**config.mk**
```make
export PLATFORM = sky130hd
export DESIGN_NAME = reg_file_mp
export DESIGN_NICKNAME = d
export VERILOG_FILES = /design/src/rtl/rf_pkg.sv /design/src/rtl/rf_scoreboard.sv /design/src/rtl/reg_file_mp.sv
export SDC_FILE = /design/constraint.sdc
export NUM_CORES = 2
export LEC_CHECK = 0
export BUFFER_PORTS_ARGS = -buffer_cell sky130_fd_sc_hd__buf_4
export CAP_MARGIN = 20
export CORE_MARGIN = 4
export CORE_UTILIZATION = 50
export DETAILED_ROUTE_END_ITERATION = 8
export PLACE_DENSITY = 0.72
export SLEW_MARGIN = 0
export SYNTH_ARGS = -nofsm -noshare
export SYNTH_HDL_FRONTEND = slang
export SYNTH_HIERARCHICAL = 1
export SYNTH_SLANG_ARGS = --single-unit
```
**constraint.sdc**
```tcl
create_clock -name CLK -period 5.7 [get_ports CLK]
set_input_delay 0 -clock CLK [delete_from_list [all_inputs] [get_ports CLK]]
set_output_delay 0 -clock CLK [all_outputs]
set_load 0.02 [all_outputs]
```
**src/rtl/rf_pkg.sv**
```systemverilog
// Shared constants and helpers for the multi-port register file and its scoreboard.
package rf_pkg;

   localparam int XLEN_DEF  = 32;
   localparam int NREGS_DEF = 32;
   localparam int ZERO_IDX  = 0;

   // Address width for a register count; never narrower than one bit.
   function automatic int rf_aw(input int nregs);
      return (nregs <= 2) ? 1 : $clog2(nregs);
   endfunction

endpackage

```
**src/rtl/rf_scoreboard.sv**
```systemverilog
// Pending-write bits for every register: the issue set has the highest priority,
// then the flush, then the writeback clear. Looks up NRD read addresses plus the issue address.
module rf_scoreboard
   import rf_pkg::*;
#(
   parameter int NREGS    = NREGS_DEF,
   parameter int AW       = rf_aw(NREGS_DEF),
   parameter int NRD      = 2,
   parameter int ZERO_REG = 1
) (
   input  logic                  i_clk,
   input  logic                  i_rst_n,
   input  logic                  i_we,
   input  logic [AW-1:0]         i_wa,
   input  logic                  i_clr,
   input  logic                  i_ie,
   input  logic [AW-1:0]         i_ia,
   input  logic [(NRD+1)*AW-1:0] i_addr,
   output logic [NRD:0]          o_pend
);

   logic [NREGS-1:0] r_pend;
   logic [NREGS-1:0] w_pend_nxt;

   always_comb begin
      w_pend_nxt = r_pend;
      if (i_we)  w_pend_nxt[i_wa] = 1'b0;
      if (i_clr) w_pend_nxt = '0;
      if (i_ie)  w_pend_nxt[i_ia] = 1'b1;
      // The hardwired zero register can never have an outstanding producer.
      if (ZERO_REG != 0) w_pend_nxt[ZERO_IDX] = 1'b0;
   end

   always_ff @(posedge i_clk or negedge i_rst_n) begin
      if (!i_rst_n) r_pend <= '0;
      else          r_pend <= w_pend_nxt;
   end

   for (genvar g = 0; g <= NRD; g++) begin : g_rdout
      assign o_pend[g] = r_pend[i_addr[g*AW +: AW]];
   end

endmodule

```
**src/rtl/reg_file_mp.sv**
```systemverilog
// Multi-read-port register file with pending-write scoreboard and optional
// same-cycle writeback forwarding to every read port.
module reg_file_mp
   import rf_pkg::*;
#(
   parameter int   XLEN     = XLEN_DEF,
   parameter int   NREGS    = NREGS_DEF,
   parameter int   NRD      = 2,
   parameter int   ZERO_REG = 1,
   parameter int   BYPASS   = 1,
   localparam int  AW       = rf_aw(NREGS)
) (
   input  logic                CLK,
   input  logic                RST_N,
   input  logic [NRD*AW-1:0]   RA,
   output logic [NRD*XLEN-1:0] RD,
   output logic [NRD-1:0]      RBUSY,
   input  logic                WE,
   input  logic [AW-1:0]       WA,
   input  logic [XLEN-1:0]     WD,
   input  logic                IE,
   input  logic [AW-1:0]       IA,
   output logic                IBUSY,
   input  logic                CLR
);

   logic [XLEN-1:0] r_mem [NREGS];
   logic            w_wr_ok;
   logic            w_ia_ok;
   logic [NRD:0]    w_pend;

   assign w_wr_ok = WE && !((ZERO_REG != 0) && (WA == AW'(ZERO_IDX)));
   assign w_ia_ok = IE && !((ZERO_REG != 0) && (IA == AW'(ZERO_IDX)));

   always_ff @(posedge CLK or negedge RST_N) begin
      if (!RST_N) begin
         for (int k = 0; k < NREGS; k++) r_mem[k] <= '0;
      end else if (w_wr_ok) begin
         r_mem[WA] <= WD;
      end
   end

   rf_scoreboard #(
      .NREGS    (NREGS),
      .AW       (AW),
      .NRD      (NRD),
      .ZERO_REG (ZERO_REG)
   ) u_sb (
      .i_clk   (CLK),
      .i_rst_n (RST_N),
      .i_we    (WE),
      .i_wa    (WA),
      .i_clr   (CLR),
      .i_ie    (w_ia_ok),
      .i_ia    (IA),
      .i_addr  ({IA, RA}),
      .o_pend  (w_pend)
   );

   assign IBUSY = w_pend[NRD];

   for (genvar i = 0; i < NRD; i++) begin : g_rport
      logic [AW-1:0] w_ra;
      logic          w_hit;
      logic          w_zero;

      assign w_ra   = RA[i*AW +: AW];
      assign w_zero = (ZERO_REG != 0) && (w_ra == AW'(ZERO_IDX));
      assign w_hit  = (BYPASS != 0) && w_wr_ok && (WA == w_ra);

      assign RD[i*XLEN +: XLEN] = w_zero ? '0 : (w_hit ? WD : r_mem[w_ra]);
      // A forwarded value is the completed result, so it no longer counts as outstanding.
      assign RBUSY[i] = w_pend[i] && !w_hit;
   end

endmodule

```
==> flow_summary.ini <==
[power]
leakage_nw = 27.7
p_per_area_nw_per_um2 = 350
vdd_ir_drop_max_mv = 0.286

[sta]
fmax_ghz = 0.254
fin_tns_setup_ps = 0
clock_skew_ps = 0
finalMaxSlewViolations = 0
final_hold_viol_count = 0
tightest_slew_ps = 1280
rsz0062_at_grt = false
layout_min_cycle_time_ps = 3940
setup_viol = 0
finalCritPeriodShare_pct = 69.2
slew_headroom_pct = 14.7

[critical_path]
critPathKind = input port to output pin
required_ps = 5700
slowest_stage = or4_2
crit_path_start_kind = input port
slowest_delay_ps = 760
cp.arrival_ps = 3940
critPathBufInv = 4
crit_family = simple AND/OR/NAND/NOR gates
critPathCaptureType = output pin
worstPathCellList = dlygate4sd3_1 -> buf_4 -> nor3_1 -> nand2_1 -> nand2_1 -> or4_2 -> buf_4 -> nor2_1 -> nor3_1 -> buf_4
critPathMaxFanout = 25
cp_common_cell = buf_4

[clock_network]
clk_latency_ps = 710
clk_path_buf_depth = 3
ctsRootBufferMaster = clkbuf_16
cts.sinks = 1055
clkTransAtPathRegs_ps = 60
cts_tree = built
cts_made_buffers = 111
cts_max_level = 3
cts_setup_buffers = 0

[detailed_routing]
wire_per_inst_um = 33.7
wl_um = 191000
first_iter_violations = 5261
vias_per_cell = 7.04
vias = 39913
drc_errors = 5
antenna_left = 0
firstDrtPassIters = 9

[outcome]
status = complete, but fails checks
violations = design-rule violations

[floorplanning]
num_rows = 124
ios = 124
dieHeight_um = 347
die_area_um2 = 120000
core_um2 = 114000
start_util_pct = 50.2
die_w_um = 347

[placed_design]
place_area_um2 = 59300
portBuffers = 123
gp_congestion = 0.827
post-dp-hpwl_um = 105000

[finish]
final_cell_mix = 1055 x dfrtp_1, 1050 x mux2_2, 376 x mux4_2
area_delta_synth_final_pct = 11.6
utilization_pct = 56.1
nNetsFinal = 4116
fin_area_um2 = 64000
final_layout_size_suffix_gt1_share_pct = 45.2
final.fill_count = 9193
layout_commonest_cell = dfrtp_1

[synthesis]
synth_edf_count = 0
synthArstFlopShare_pct = 100
synthFlopType = dfrtp_1
postSynthCellCount = 4116
yosysSeqAreaShare_pct = 46.0
synth_area_um2 = 57400
avgSynthCellArea_um2 = 13.9
synth_fp_nets = 4173
ys_warn_count = 6
yosysUniqueCellTypes = 58
synth_seq_cells = 1055

[run]
maxCapViolations = 0

[global_routing]
grt-ovfl-total = 0
antenna_found_initial = 5
grt_pass1_wl_um = 279000
grt_pass1_vias = 40519
grt_max_degree = 178
grt_use_total_pct = 31.2

[worst_hold_path]
hold_path_class = input port to flop
## kinds of logic after synthesis
family / count (synthesis) / share of synthesized area (%)
mux: 1709 / 40.4
compound gates: 476 / 6.20
flops: 1055 / 46.0
xor+xnor: 10 / 0.153
simple gates: 410 / 3.66
buf+inv: 456 / 3.58
## power breakdown
group | switching [W] | leakage, nW | total, W | internal (W)
clock | 0.00320 | 1.97 | 0.00795 | 0.00475
sequential | 0.00105 | 13.6 | 0.00993 | 0.00888
combinational | 0.00197 | 12.2 | 0.00454 | 0.00257
## final timing paths
path / startpoint / end / slack, ps / depth (start not counted)
max reg2reg: u_sb/r_pend[27] / u_sb/r_pend[27] / 3730 / 5
min reg2reg: r_mem[1005] / r_mem[1005] / 400 / 0
max: WA[2] / RD[22] / 1760 / 10
max in group asynchronous: RST_N / r_mem[458] / 4160 / 4
min in group asynchronous: RST_N / u_sb/r_pend[6] / 520 / 4
min: IE / u_sb/r_pend[17] / 70 / 4
## state kept, by name (all words and copies together) (netlist names)
signal / cells
u_sb/r_pend: 31
r_mem: 1024
## worst reg2reg max path, stage by stage, from the launching register on
cell and delay [ps]:
dfrtp_1 420, nor2b_1 150, o21ai_0 80, dlygate4sd3_1 560, o21ai_0 80, dlygate4sd3_1 570
## layer usage
metal | up-vias | track usage [%] | part of all wire, %
met4 | 2 | 17.4 | 6.5
met5 | - | 0 | 0.0084
met3 | 633 | 7.18 | 9.7
li1 | 15786 | - | -
met1 | 21129 | 41.1 | 38
met2 | 2363 | 47.9 | 46
## layout make-up
| cell class | count | area (um2) | area share [%] |
|---|---|---|---|
| repair buffers | 279 | 2540 | 3.97 |
| well taps | 1512 | 1890 | 2.96 |
| diodes | 3 | 7.51 | 0.0117 |
| clock inverters | 53 | 811 | 1.27 |
| multi-input cells | 2605 | 29200 | 45.5 |
| clock buffers | 154 | 3180 | 4.97 |
| flip-flops and latches | 1055 | 26400 | 41.2 |
| inverters | 7 | 26.3 | 0.0411 |
## cells in the mapped netlist (4+ instances only)
master	number	area, um2
a32o_1	32	320
o2111ai_1	8	70.1
a211oi_1	18	135
mux4_2	376	8470
nand4_1	8	50.1
nor3b_1	8	60.1
o22ai_1	38	238
mux2_2	1050	11800
a221oi_1	33	289
a22oi_1	62	465
nand3b_1	30	225
nor2_1	78	293
o21ai_1	5	25.0
o21ai_0	70	350
o22a_1	6	52.6
nor3_1	33	165
o311a_1	7	70.1
nand2b_1	19	119
o32a_1	6	60.1
a221o_1	35	350
o21a_1	6	45.0
clkbuf_1	256	961
buf_6	18	203
buf_4	24	180
nor4_1	20	125
a21oi_1	51	255
nand3_1	41	205
a21o_1	9	67.6
buf_1	58	218
nand2_1	108	405
nor2b_1	40	250
dfrtp_1	1055	26400
buf_2	93	465
o221ai_1	63	552
inv_1	7	26.3
xor2_1	4	35.0
o211ai_1	17	128
xnor2_1	6	52.6
mux2i_1	280	2800
## stage by stage
stage | total power (W) | worst slack, ps | hold slack, ps | cells
floorplan | 0.0130 | 3810 | -296 | 4116
global placement | 0.0143 | 2220 | -25.5 | 5388
detailed placement | 0.0145 | 2180 | -24.8 | 5389
CTS | 0.0224 | 1890 | 16.5 | 5664
global route | 0.0232 | 1700 | 82.1 | 5666
finish | 0.0224 | 1760 | 65.2 | 5668
## repair_timing
action | CTS | global route
endpoints found under the setup margin | 0 | 0
hold buffers | 68 | 0
gates resized for setup | 0 | 0
endpoints found under the hold margin | 2064 | 0
(Power assumes the default switching activity.)
